$ cat src/rtl/program_memory_loadable_if.sv
`default_nettype none
// ==========================================================================
// program_memory_loadable_if: load port and fetch port of the program store
// Rev 1.0
// ==========================================================================
interface program_memory_loadable_if #(
  parameter int INSTR_W = 21,
  parameter int ADDR_W  = 4
);
  logic               load_start;
  logic               load_valid;
  logic [INSTR_W-1:0] load_data;
  logic               load_last;
  logic               load_ready;
  logic               load_done;
  logic               busy;
  logic               fetch_en;
  logic [ADDR_W-1:0]  pc;
  logic [INSTR_W-1:0] instruction;
  logic               instr_valid;

  modport master (
    output load_start, load_valid, load_data, load_last, fetch_en, pc,
    input  load_ready, load_done, busy, instruction, instr_valid
  );

  modport slave (
    input  load_start, load_valid, load_data, load_last, fetch_en, pc,
    output load_ready, load_done, busy, instruction, instr_valid
  );
endinterface
`default_nettype wire

$ cat src/rtl/program_memory_loadable.sv
`default_nettype none
// ==========================================================================
// program_memory_loadable: run-time loadable instruction store, 1-cycle fetch
// Rev 1.0
// ==========================================================================
module program_memory_loadable #(
  parameter int INSTR_W = 21,
  parameter int ADDR_W  = 4
) (
  input  logic                    clk,
  input  logic                    reset,
  program_memory_loadable_if.slave bus
);
  localparam int                DEPTH     = 2**ADDR_W;
  localparam logic [0:0]        IDLE      = 1'b0;
  localparam logic [0:0]        LOAD      = 1'b1;
  localparam logic [ADDR_W-1:0] LAST_ADDR = '1;

  logic [0:0]         state_q, state_d;
  logic [ADDR_W-1:0]  wptr_q, wptr_d;
  logic [DEPTH-1:0]   loaded_q, loaded_d;
  logic [INSTR_W-1:0] instruction_q, instruction_d;
  logic               instr_valid_q, instr_valid_d;
  logic               load_done_q, load_done_d;

  // Storage is never reset; the loaded mask hides stale contents instead.
  logic [INSTR_W-1:0] mem_q [DEPTH];

  logic in_load;
  logic accept;
  logic last_word;
  logic fetch_ok;

  assign in_load   = (state_q == LOAD);
  assign accept    = bus.load_valid & in_load;
  assign last_word = bus.load_last | (wptr_q == LAST_ADDR);
  assign fetch_ok  = bus.fetch_en & ~in_load;

  always_comb begin
    state_d     = state_q;
    wptr_d      = wptr_q;
    loaded_d    = loaded_q;
    load_done_d = 1'b0;
    case (state_q)
      IDLE: begin
        if (bus.load_start) begin
          state_d  = LOAD;
          wptr_d   = '0;
          loaded_d = '0;
        end
      end
      LOAD: begin
        if (accept) begin
          loaded_d[wptr_q] = 1'b1;
          if (last_word) begin
            state_d     = IDLE;
            load_done_d = 1'b1;
          end
          // Hold at the top address so the pointer never wraps.
          if (wptr_q != LAST_ADDR) begin
            wptr_d = wptr_q + 1'b1;
          end
        end
      end
      default: state_d = IDLE;
    endcase
  end

  always_comb begin
    instruction_d = instruction_q;
    instr_valid_d = fetch_ok;
    if (fetch_ok) begin
      instruction_d = loaded_q[bus.pc] ? mem_q[bus.pc] : '0;
    end
  end

  always_ff @(posedge clk or posedge reset) begin
    if (reset) begin
      state_q       <= IDLE;
      wptr_q        <= '0;
      loaded_q      <= '0;
      instruction_q <= '0;
      instr_valid_q <= 1'b0;
      load_done_q   <= 1'b0;
    end else begin
      state_q       <= state_d;
      wptr_q        <= wptr_d;
      loaded_q      <= loaded_d;
      instruction_q <= instruction_d;
      instr_valid_q <= instr_valid_d;
      load_done_q   <= load_done_d;
    end
  end

  always_ff @(posedge clk) begin
    if (accept) begin
      mem_q[wptr_q] <= bus.load_data;
    end
  end

  assign bus.busy        = in_load;
  assign bus.load_ready  = in_load;
  assign bus.load_done   = load_done_q;
  assign bus.instruction = instruction_q;
  assign bus.instr_valid = instr_valid_q;
endmodule
`default_nettype wire

$ cat src/flat_wrapper.sv
// flat-port wrapper written by rule: the top's interface ports become plain ports
module program_memory_loadable_flat 
#(
  parameter int INSTR_W = 21,
  parameter int ADDR_W  = 4
)
  (clk, reset, bus_load_start, bus_load_valid, bus_load_data, bus_load_last, bus_fetch_en, bus_pc, bus_load_ready, bus_load_done, bus_busy, bus_instruction, bus_instr_valid);
  program_memory_loadable_if #(.INSTR_W(INSTR_W), .ADDR_W(ADDR_W)) bus_i ();
  input  logic clk;
  input  logic reset;
  input wire logic [$bits(bus_i.load_start)-1:0] bus_load_start;
  input wire logic [$bits(bus_i.load_valid)-1:0] bus_load_valid;
  input wire logic [$bits(bus_i.load_data)-1:0] bus_load_data;
  input wire logic [$bits(bus_i.load_last)-1:0] bus_load_last;
  input wire logic [$bits(bus_i.fetch_en)-1:0] bus_fetch_en;
  input wire logic [$bits(bus_i.pc)-1:0] bus_pc;
  output wire logic [$bits(bus_i.load_ready)-1:0] bus_load_ready;
  output wire logic [$bits(bus_i.load_done)-1:0] bus_load_done;
  output wire logic [$bits(bus_i.busy)-1:0] bus_busy;
  output wire logic [$bits(bus_i.instruction)-1:0] bus_instruction;
  output wire logic [$bits(bus_i.instr_valid)-1:0] bus_instr_valid;
  assign bus_i.load_start = bus_load_start;
  assign bus_i.load_valid = bus_load_valid;
  assign bus_i.load_data = bus_load_data;
  assign bus_i.load_last = bus_load_last;
  assign bus_i.fetch_en = bus_fetch_en;
  assign bus_i.pc = bus_pc;
  assign bus_load_ready = bus_i.load_ready;
  assign bus_load_done = bus_i.load_done;
  assign bus_busy = bus_i.busy;
  assign bus_instruction = bus_i.instruction;
  assign bus_instr_valid = bus_i.instr_valid;
  program_memory_loadable #(.INSTR_W(INSTR_W), .ADDR_W(ADDR_W)) u_core (.clk(clk), .reset(reset), .bus(bus_i));
endmodule
$ cat config.mk
export PLATFORM = sky130hd
export DESIGN_NAME = program_memory_loadable_flat
export DESIGN_NICKNAME = d
export VERILOG_FILES = /design/src/rtl/program_memory_loadable_if.sv /design/src/rtl/program_memory_loadable.sv /design/src/flat_wrapper.sv
export SDC_FILE = /design/constraint.sdc
export NUM_CORES = 1
export LEC_CHECK = 0
export CORE_MARGIN = 4
export CORE_UTILIZATION = 45
export DETAILED_ROUTE_END_ITERATION = 8
export DONT_BUFFER_PORTS = 1
export GPL_ROUTABILITY_DRIVEN = 1
export SKIP_CTS_REPAIR_TIMING = 1
export SLEW_MARGIN = 10
export SYNTH_ARGS = -nofsm -noshare
export SYNTH_HDL_FRONTEND = slang
export SYNTH_SLANG_ARGS = --single-unit
$ cat constraint.sdc
create_clock -name clk -period 6.1 [get_ports clk]
set_input_delay 0.915 -clock clk [delete_from_list [all_inputs] [get_ports clk]]
set_output_delay 0.915 -clock clk [all_outputs]
set_load 0.01 [all_outputs]
==> impl_metrics.ini <==
[placement]
io_buffers = 0
place_ws_ns = 3.32
place_area_um2 = 14900
dp_hpwl_um = 18100
gp_congestion = 0.726

[final_layout]
final_util = 0.512
drive_above_1_share = 0.256
nets = 733
antenna_cells = 0
mostFrequentLayoutCells = edfxtp_1 (336), mux4_2 (86), dfrtp_1 (44)
final_area_um2 = 16200
layout_commonest_cell = edfxtp_1
area_delta_synth_final_pct = 12.0

[worst_setup_path]
crit_path_end_kind = register
critPathMaxFanout = 14
crit_chain = and2_1, nand2_1, nor2_2, buf_4
cpMaxStageDelayCell = nor2_2
crit_required_ns = 6.30
path_class = register to register
startpoint_type = register
cp.arrival_ns = 2.61
slowest_delay_ns = 0.68

[logic_synthesis]
synth_top_family_by_area = multiplexers
synth_cell_types = 31
avgSynthCellArea_um2 = 21.4
netlist_area_um2 = 14400
yosysWarnings = 0
synth_fa_ha_area_frac = 0.00347
synthXorXnorAreaFrac = 0
ys_seq_elements = 380
synth_compound_area_frac = 0.0468
synthCells = 675
ys_seq_area_frac = 0.776
syn_nets = 710
synth-simple-area-share = 0.0201
muxShareOfSynthArea = 0.137

[route]
drt-initial-drc-count = 884
num_vias = 6823
drc_errors = 0
ant_nets = 0
wire_per_inst_um = 28.1
routed_wirelength_um = 31800
firstDrtPassIters = 4
viasPerCell = 6.03

[clock_tree]
clk_latency_ns = 0.52
tritoncts = done
h-tree-depth = 2
clockRootBuffer = clkbuf_16
cts_made_buffers = 40
cts.clk_slew.worst_paths_ns = 0.06
clkSinkCount = 380
clk_path_buf_depth = 3

[floorplan]
start_util = 0.457
die_y_um = 187
rows = 65
pin_count = 56
dieWidth_um = 187
dieArea_um2 = 35000
coreArea_um2 = 31600

[timing]
final_hold_viol_count = 0
setup_slack_ns = 3.69
finalHoldWorstSlack_ns = 0.478
period_share = 0.395
worst_clock_skew_ns = 0.0132
worst_pin_slew_ns = 1.26
report.final.slew_viol_count = 0
totalNegativeSetupSlack_ns = 0
max_freq_ghz = 0.416
rsz0062_at_grt = no
maxSlewHeadroom = 0.160
fin_crit_ns = 2.41
setup_violations = 0

[min_path]
hp-class = register to register

[global_routing]
grt_overflow = 0
grt_max_degree = 91
grt_pass1_wl_um = 47500
grtUsageTotal = 0.181
grt_pass1_vias = 7221
antenna_found_initial = 0

[power]
cellLeakagePower_nw = 5.47
p_per_area_nw_per_um2 = 353
peakVddDrop_mv = 0.202

[status]
status = complete, no violations

[flow_run]
drv_cap = 0
[layer usage]
layer  wire length [um]  vias up  GRT usage
li1                   -     2845          -
met1              13200     3666      0.257
met2              15300      261      0.284
met3               2510       51     0.0480
met4                694        0     0.0458
met5                  0        -          0
[state kept, by name, summed over array words and instances (netlist names)]
name,count
u_core.bus.load_done,1
u_core.bus.busy,1
u_core.wptr_q,4
u_core.loaded_q,16
u_core.bus.instr_valid,1
u_core.mem_q,336
u_core.bus.instruction,21
[final timing paths]
check	slack, ns	depth (start not counted)	endpoint	from
max	3.69	4	u_core.mem_q[15][3]$_DFFE_PP_	u_core.bus.busy$_DFF_PP0_
max reg2reg	3.69	4	u_core.mem_q[15][3]$_DFFE_PP_	u_core.bus.busy$_DFF_PP0_
min	0.48	1	u_core.loaded_q[11]$_DFFE_PP0P_	u_core.loaded_q[11]$_DFFE_PP0P_
min reg2reg	0.48	1	u_core.loaded_q[11]$_DFFE_PP0P_	u_core.loaded_q[11]$_DFFE_PP0P_
min in group asynchronous	0.49	1	u_core.bus.instr_valid$_DFF_PP0_	reset
max in group asynchronous	5.00	1	u_core.bus.instruction[1]$_DFFE_PP0P_	reset
[synthesized netlist by cell type (all sizes together)]
| cell type | instances | area, um^2 |
|---|---|---|
| edfxtp | 336 | 10100 |
| mux4 | 86 | 1940 |
| dfrtp | 44 | 1100 |
| a22oi | 42 | 315 |
| nand2 | 32 | 120 |
| a22o | 21 | 184 |
| buf | 19 | 149 |
| clkbuf | 19 | 71.3 |
| nor2 | 17 | 63.8 |
| a21o | 14 | 105 |
| inv | 7 | 26.3 |
| nand3 | 6 | 30.0 |
| ha | 4 | 50.1 |
| mux2i | 4 | 40.0 |
| nand2b | 4 | 25.0 |
| nor3 | 4 | 20.0 |
| o21ai | 4 | 20.0 |
| o21a | 3 | 22.5 |
| and2 | 2 | 12.5 |
| a21boi | 1 | 7.51 |
| a21oi | 1 | 5.00 |
| a311oi | 1 | 8.76 |
| nand4 | 1 | 6.26 |
| nor2b | 1 | 6.26 |
| o211ai | 1 | 7.51 |
| or3 | 1 | 6.26 |
[stage by stage]
step	total power [mW]	instances
2_1_floorplan	3.36	675
3_3_place_gp	3.45	1058
3_5_place_dp	3.46	1058
4_1_cts	5.74	1132
5_1_grt	5.90	1132
6_report	5.70	1132
[area by class of cell]
cell class,instances,area (um^2)
clock buffer,58,1130
clock inverter,16,118
fill,2466,15400
inverter,7,27.5
multi-input combinational,250,3050
sequential,380,11200
tap,402,503
timing repair buffer,19,143
[cells by family after synthesis]
logic type	count (synthesis)
flip-flops	380
multiplexers	90
AO/OA/AOI/OAI	88
AND/OR/NAND/NOR	68
buffers and inverters	45
adder cells (fa/ha/maj)	4
[worst max-delay path: cells and delay by family (launching register included)]
family / cells / cell delay, ns
and+or+nand+nor: 3 / 1.20
DFF: 1 / 0.50
buffers and inverters: 1 / 0.38
[power by group]
group          internal (mW)  leakage [nW]  switching, mW
combinational          0.149          1.24          0.193
clock                   1.34         0.616          0.960
sequential              2.98          3.62         0.0898
(Power assumes the default switching activity.)
